**src/rtl/time_mon_pkg.sv**
```systemverilog
// Shared types and parameter defaults for the interval timing monitor.
package time_mon_pkg;

    typedef enum logic [0:0] {
        IDLE = 1'b0,
        RUN  = 1'b1
    } ch_state_e;

    typedef enum logic [1:0] {
        SEL_LAST = 2'd0,
        SEL_MIN  = 2'd1,
        SEL_MAX  = 2'd2,
        SEL_CNT  = 2'd3
    } rd_sel_e;

    localparam int DEF_NUM_CH = 3;
    localparam int DEF_CNT_W  = 32;
    localparam int DEF_NUM_W  = 16;

endpackage

```
**src/rtl/time_mon_ch.sv**
```systemverilog
// One timing channel: IDLE/RUN FSM, saturating interval counter,
// last/min/max/count statistics and sticky overflow/error flags.
module time_mon_ch
    import time_mon_pkg::*;
#(
    parameter int CNT_W = DEF_CNT_W,
    parameter int NUM_W = DEF_NUM_W
) (
    input  logic             clk,
    input  logic             rst,
    input  logic             en,
    input  logic             clr,
    input  logic             start,
    input  logic             stop,
    output logic             busy,
    output logic             ovf,
    output logic             err,
    output logic [CNT_W-1:0] last_val,
    output logic [CNT_W-1:0] min_val,
    output logic [CNT_W-1:0] max_val,
    output logic [NUM_W-1:0] count
);

    localparam logic [CNT_W-1:0] CNT_MAX = '1;
    localparam logic [NUM_W-1:0] NUM_MAX = '1;

    ch_state_e        state;
    logic [CNT_W-1:0] cnt;
    logic             rec;

    assign busy = (state == RUN);
    assign rec  = (state == RUN) && stop;

    always_ff @(posedge clk) begin
        if (rst || clr) begin
            state    <= IDLE;
            cnt      <= '0;
            last_val <= '0;
            min_val  <= '1;
            max_val  <= '0;
            count    <= '0;
            ovf      <= 1'b0;
            err      <= 1'b0;
        end else begin
            unique case (state)
                IDLE: begin
                    if (start && en) begin
                        state <= RUN;
                        cnt   <= CNT_W'(1);
                    end else if (stop && !start) begin
                        err <= 1'b1;
                    end
                end
                RUN: begin
                    if (cnt == CNT_MAX) ovf <= 1'b1;
                    // a same-cycle start re-arms right after recording
                    if (stop) begin
                        if (start && en) begin
                            cnt <= CNT_W'(1);
                        end else begin
                            state <= IDLE;
                            cnt   <= '0;
                        end
                    end else if (cnt != CNT_MAX) begin
                        cnt <= cnt + CNT_W'(1);
                    end
                end
                default: state <= IDLE;
            endcase
            if (rec) begin
                last_val <= cnt;
                if (cnt < min_val) min_val <= cnt;
                if (cnt > max_val) max_val <= cnt;
                if (count != NUM_MAX) count <= count + NUM_W'(1);
            end
        end
    end

endmodule

```
**src/rtl/time_mon_tab.sv**
```systemverilog
// Multi-channel interval monitor: NUM_CH timing channels plus a
// registered one-cycle-latency statistics read port.
module time_mon_tab
    import time_mon_pkg::*;
#(
    parameter int NUM_CH = DEF_NUM_CH,
    parameter int CNT_W  = DEF_CNT_W,
    parameter int NUM_W  = DEF_NUM_W,
    localparam int RW    = (NUM_CH > 1) ? $clog2(NUM_CH) : 1
) (
    input  logic              clk,
    input  logic              rst,
    input  logic              en,
    input  logic              clr,
    input  logic [NUM_CH-1:0] ch_start,
    input  logic [NUM_CH-1:0] ch_stop,
    input  logic              rd_req,
    input  logic [RW-1:0]     rd_ch,
    input  logic [1:0]        rd_sel,
    output logic              rd_vld,
    output logic [CNT_W-1:0]  rd_data,
    output logic [NUM_CH-1:0] busy,
    output logic [NUM_CH-1:0] ovf,
    output logic [NUM_CH-1:0] err
);

    localparam int DEPTH = 1 << RW;

    logic [CNT_W-1:0] last_a [DEPTH];
    logic [CNT_W-1:0] min_a  [DEPTH];
    logic [CNT_W-1:0] max_a  [DEPTH];
    logic [CNT_W-1:0] cnt_a  [DEPTH];
    logic [CNT_W-1:0] sel_data;

    for (genvar i = 0; i < DEPTH; i++) begin : g_ch
        if (i < NUM_CH) begin : g_real
            logic [NUM_W-1:0] n;
            time_mon_ch #(
                .CNT_W (CNT_W),
                .NUM_W (NUM_W)
            ) u_ch (
                .clk      (clk),
                .rst      (rst),
                .en       (en),
                .clr      (clr),
                .start    (ch_start[i]),
                .stop     (ch_stop[i]),
                .busy     (busy[i]),
                .ovf      (ovf[i]),
                .err      (err[i]),
                .last_val (last_a[i]),
                .min_val  (min_a[i]),
                .max_val  (max_a[i]),
                .count    (n)
            );
            assign cnt_a[i] = CNT_W'(n);
        end else begin : g_pad
            // unpopulated channel slots read back as zero
            assign last_a[i] = '0;
            assign min_a[i]  = '0;
            assign max_a[i]  = '0;
            assign cnt_a[i]  = '0;
        end
    end

    always_comb begin
        sel_data = '0;
        unique case (rd_sel_e'(rd_sel))
            SEL_LAST: sel_data = last_a[rd_ch];
            SEL_MIN:  sel_data = min_a[rd_ch];
            SEL_MAX:  sel_data = max_a[rd_ch];
            SEL_CNT:  sel_data = cnt_a[rd_ch];
            default:  sel_data = '0;
        endcase
    end

    always_ff @(posedge clk) begin
        if (rst) begin
            rd_vld  <= 1'b0;
            rd_data <= '0;
        end else begin
            rd_vld <= rd_req;
            if (rd_req) rd_data <= sel_data;
        end
    end

endmodule
```
**config.mk**
```make
export PLATFORM = sky130hd
export DESIGN_NAME = time_mon_tab
export DESIGN_NICKNAME = d
export VERILOG_FILES = /design/src/rtl/time_mon_pkg.sv /design/src/rtl/time_mon_ch.sv /design/src/rtl/time_mon_tab.sv
export SDC_FILE = /design/constraint.sdc
export NUM_CORES = 1
export LEC_CHECK = 0
export ABC_CLOCK_PERIOD_IN_PS = 2750
export CORE_MARGIN = 2
export CORE_UTILIZATION = 60
export DETAILED_ROUTE_END_ITERATION = 8
export GPL_ROUTABILITY_DRIVEN = 0
export PLACE_DENSITY_LB_ADDON = 0.25
export SLEW_MARGIN = 0
export SYNTH_ARGS = -nofsm -noshare
export SYNTH_HDL_FRONTEND = slang
export SYNTH_SLANG_ARGS = --single-unit
export TNS_END_PERCENT = 30
```
**constraint.sdc**
```tcl
create_clock -name clk -period 2.75 [get_ports clk]
set_input_delay 0.55 -clock clk [delete_from_list [all_inputs] [get_ports clk]]
set_output_delay 0.55 -clock clk [all_outputs]
set_load 0.05 [all_outputs]
```
Yosys cells after proc, flatten, opt, wreduce, memory -nomap -nowiden
Cells that the tools add are included.
W data, S select, Z words.
{"block": "word_totals", "ff_bits": 474, "input_bits": 15, "elab_cells": 133}
{"block": "op_classes", "n_addsub": 6, "order_cmp": 7, "muxes": 37, "bitwise_logic": 7, "n_reduce_logical": 32, "n_eq_ne": 18}
{"operator": "$mux W32", "count": 17}
{"operator": "$bmux W32 S2", "count": 4}
{"operator": "$pmux W32 S2", "count": 3}
{"operator": "$pmux W32 S4", "count": 1}
{"operator": "$add A32 B1 Y32 const B", "count": 3}
{"operator": "$eq A32 B32 Y1 const B", "count": 3}
{"operator": "$gt A32 B32 Y1", "count": 3}
{"operator": "$lt A32 B32 Y1", "count": 3}
{"operator": "$ne A32 B32 Y1 const B", "count": 3}
{"operator": "$add A16 B1 Y16 const B", "count": 3}
{"operator": "$ne A16 B16 Y1 const B", "count": 3}
{"operator": "$reduce_and A2 Y1", "count": 15}
{"operator": "$logic_and A1 B1 Y1", "count": 9}
{"operator": "$mux W1", "count": 9}
{"operator": "$ne A3 B3 Y1 const B", "count": 3}
{"operator": "$reduce_and A3 Y1", "count": 3}
{"operator": "$ne A2 B1 Y1 const B", "count": 3}
{"operator": "$not A1 Y1", "count": 6}
{"operator": "$pmux W1 S2", "count": 3}
{"operator": "$eq A2 B2 Y1 const B", "count": 2}
{"operator": "$ge A3 B3 Y1 const B", "count": 1}
{"operator": "$logic_not A1 Y1", "count": 3}
{"operator": "$not A2 Y3", "count": 1}
{"operator": "$eq A2 B1 Y1 const B", "count": 1}
{"operator": "2 further kinds", "count": 2}

Logic depth before layout (Yosys ltp)
{"block": "logic_depth", "word_depth": 5, "ltp_mapped": 10}

Modules after synthesis
A second synthesis with hierarchy kept.
{"block": "unflattened", "hier_cells": 3424, "hier_area_um2": 27829.2}
{"module": "time_mon_ch (g_ch[0].g_real.u_ch ...)", "seq_area_each_um2": 2942.8, "area_per_inst_um2": 7925.1, "n_inst": 2, "cells_per_inst": 975}
{"module": "time_mon_ch (g_ch[1].g_real.u_ch)", "seq_area_each_um2": 2942.8, "area_per_inst_um2": 7933.9, "n_inst": 1, "cells_per_inst": 958}
{"module": "time_mon_tab", "seq_area_each_um2": 660.6, "area_per_inst_um2": 4045.1, "n_inst": 1, "cells_per_inst": 516}

Least setup slack after synthesis
No wires, ideal clock.
{"block": "synth_timing", "path_kind": "register to register", "start": "register g_ch[1].g_real.u_ch.cnt[30]", "end": "register g_ch[1].g_real.u_ch.max_val[10]", "path_slack_ns": 0.260, "path_buffers": 1, "arrival_ns": 2.419, "period_less_slack_ns": 2.490, "required_ns": 2.678, "path_stages_with_launch": 8, "cell_sequence": "dfxtp_1 ha_1 nand4_1 nor4_1 o311ai_0 a211oi_1 buf_2 mux2i_1"}
{"block": "synth_via", "elab_chain_len": 2}
{"item": "from (decl)", "line": "time_mon_ch.sv:28", "text": "logic [CNT_W-1:0] cnt;"}
{"item": "from (signal assigned)", "line": "time_mon_ch.sv:65", "text": "cnt <= cnt + CNT_W'(1);"}
{"item": "$gt A32 B32 Y1", "line": "time_mon_ch.sv:73", "text": "if (cnt > max_val) max_val <= cnt;"}
{"item": "$reduce_and A2 Y1 (no line)"}
{"item": "to (signal assigned)", "line": "time_mon_ch.sv:73"}
{"item": "to (decl)", "line": "time_mon_ch.sv:20", "text": "output logic [CNT_W-1:0] max_val,"}
No other way between the ends.
A chain may end at the register's enable or synchronous reset.

Final worst setup path
{"block": "layout_timing", "start": "register g_ch[1].g_real.u_ch.cnt[21]", "end": "register g_ch[1].g_real.u_ch.max_val[14]"}
Same word-level chain as after synthesis.

==> impl_metrics.ini <==
[power]
peakVddDrop_mv = 0.4332
p_leak_uw = 0.01202
p_per_area_nw_per_um2 = 496.8
total_power_uw = 15170

[synthesis]
syn_avg_cell_area_um2 = 8.070
synth_cells = 3304
netlist_area_um2 = 26660
synth_seq_cells = 474
synth_ff_type = dfxtp_1
yosysTopAreaCellShare_pct = 35.59
synth_edf_count = 0
seq_area_frac_synth_pct = 35.59
yosysUniqueCellTypes = 68
postSynthNetCount = 3514
ys_top_cells_by_area = dfxtp_1 (36%), ha_1 (9.2%), mux2i_1 (9.0%), nand2_1 (7.6%), a21oi_1 (5.4%)
synthArstFlopShare_pct = 0
ys_warn_count = 0
synth_area_leader_cell = dfxtp_1

[timing]
min_period_ns = 2.692
grt_setup_unrepaired = yes
hold_viol_final = 0
worst_slack_ns = 0.05759
max_freq_mhz = 371.4
setup_viol = 0
slew-limit-headroom_pct = 51.94
finalCritPeriodShare_pct = 97.91
worstMarginPinSlew_ns = 0.7154
slew_violations = 0
skew_ns = 0.01979

[route]
dr.pass1.iters = 6
drtIter0Drc = 3200
avgViaCountPerCell = 6.408
wirelength_um = 83560
num_vias = 25630
drc = 0
wl_per_cell_um = 20.89
antenna_left = 0

[setup_path]
reg2regPathDepth = 11
setup.worst_path.end_class = flip-flop
cp_common_cell = buf_4
path_depth = 11
worstSetupPathType = reg -> reg
worst-path-buf-inv = 4
start_kind = flip-flop
cpPeakStageDelay_ns = 0.55
crit_slowest_cell = dfxtp_1
cp.required_ns = 3.23
cp.arrival_ns = 3.18
crit_chain = ha_1 -> nand2_1 -> nor4_2 -> buf_4 -> a22o_1 -> a2111oi_0 -> buf_4 -> a211oi_4 -> buf_4 -> clkbuf_16 -> mux2i_1
critPathMaxFanout = 11
cp_top_family = buffers and inverters

[grt]
grt_util_met3_pct = 5.081
grt_pass1_wl_um = 130400
grt_util_met1_pct = 46.84
grt_max_degree = 94
grt_overflow = 0
grt_usage_pct = 35.14
grt_pass1_vias = 23980
met2_usage_pct = 57.09
top_usage_layer = met2
grt_antenna_before_repair = 1

[worst_hold_path]
hp-class = reg -> reg
worstHoldPathCells = 2

[finish]
multi_input_area_um2 = 15510
regArea_um2 = 9490
area_growth_pct = 14.52
nets = 3575
fin_util_pct = 69.35
layout-drive-gt1-share_pct = 9.569
most-common-layout-cells = nand2_1 (540), dfxtp_1 (473), a21oi_1 (286), nor2_1 (246), mux2i_1 (239)
num_antenna_cells = 0
nFillCells = 3426
final_common_cell = nand2_1

[floorplanning]
dieHeight_um = 214.8
die_w_um = 214.8
rows = 77
io_pins = 57
core_um2 = 44030
start_util_pct = 60.56
die_area_um2 = 46140

[run]
max_cap_viol_count = 0

[cts]
clk_pin_slew_ns = 0.06
ctsLongestPathBuffers = 3
cts_hold_buf = 0
clkLatencyLatePin_ns = 0.61
cts_root_buf = clkbuf_16
cts_buffers = 51
tritoncts = yes
htree_levels = 2
cts_sinks = 474

[placed_design]
io_buffers = 56
place_ws_ns = -0.09288
dp_hpwl_um = 61890

[outcome]
status = completed
## synthesized netlist by cell type, drive strengths merged (20+ instances only)
cell and instances:
or4 20, a211oi 20, xor2 43, o22ai 50, inv 210, nand4 69, clkbuf 192, and4 21
xnor2 29, o211ai 126, and3 21, nand2b 25, mux2i 239, a21o 21, dfxtp 474, a221oi 39
nand3 87, a21oi 287, nor2 247, o21ai 69, nand2 541, ha 195, buf 51, nor3 27
## state kept, by name, indices dropped and copies added (netlist names)
register                   count
g_ch.g_real.u_ch.cnt          96
g_ch.g_real.u_ch.last_val     96
g_ch.g_real.u_ch.max_val      96
g_ch.g_real.u_ch.min_val      96
g_ch.g_real.u_ch.count        48
rd_data                       32
g_ch.g_real.u_ch.busy          3
g_ch.g_real.u_ch.err           3
g_ch.g_real.u_ch.ovf           3
rd_vld                         1
## cell type report
cell class / count / share of cell area, %
multi-input cells: 2377 / 50.78
repair buffers: 251 / 7.371
clock inverters: 19 / 0.7376
flip-flops and latches: 474 / 31.08
clock buffers: 76 / 5.019
inverters: 210 / 2.581
well taps: 592 / 2.426
## worst min-delay path: cells and delay by family (launching register included)
kind,cells,cell delay [ns]
AO/OA/AOI/OAI,1,0.05
flip-flops,1,0.31
AND/OR/NAND/NOR,1,0.05
## power by group
part	internal (µW)	switching, µW
combinational	322	649
sequential	6910	43.6
clock	4310	2930
## cells by family (layout without fill, tap and decap cells)
family | count (synthesis) | count (layout) | synth area share, %
AO/OA/AOI/OAI | 739 | 739 | 17.82
AND/OR/NAND/NOR | 1119 | 1119 | 18.84
multiplexers | 252 | 252 | 9.521
XOR/XNOR | 72 | 72 | 2.365
adder cells (fa/ha/maj) | 195 | 195 | 9.150
flip-flops | 474 | 474 | 35.59
buffers and inverters | 453 | 556 | 6.724
## metrics by stage
step,hold WS [ns],TNS (ns),instances,cell area (µm²)
6_report,0.4518,0,3999,30540
5_1_grt,0.4647,-0.9886,3999,30540
4_1_cts,0.4524,0,3995,30470
3_5_place_dp,0.4439,-1.834,3900,28710
3_3_place_gp,0.4402,-1.127,3900,28710
2_1_floorplan,0.4329,0,3304,26660
## per-layer routing
metal / wire [µm] / up-vias
li1: - / 11800
met1: 33800 / 12220
met2: 37920 / 1387
met3: 8253 / 229
met4: 3579 / 0
met5: 0 / -
## path summary, 6_finish.rpt
kind                                        start                              end  slack [ns]
hold / removal    g_ch[0].g_real.u_ch.last_val[8]  g_ch[0].g_real.u_ch.last_val[8]        0.45
setup / recovery      g_ch[1].g_real.u_ch.cnt[21]  g_ch[1].g_real.u_ch.max_val[14]        0.06
hold reg to reg   g_ch[0].g_real.u_ch.last_val[8]  g_ch[0].g_real.u_ch.last_val[8]        0.45
setup reg to reg      g_ch[1].g_real.u_ch.cnt[21]  g_ch[1].g_real.u_ch.max_val[14]        0.06
## timing repair
action,4_1_cts,5_1_grt
setup endpoints to repair,32,97
gates resized for setup,2,7
pin swaps,0,4
cloned,0,1
buffers inserted,0,3
Note: power is estimated with default switching activity, not from simulation.
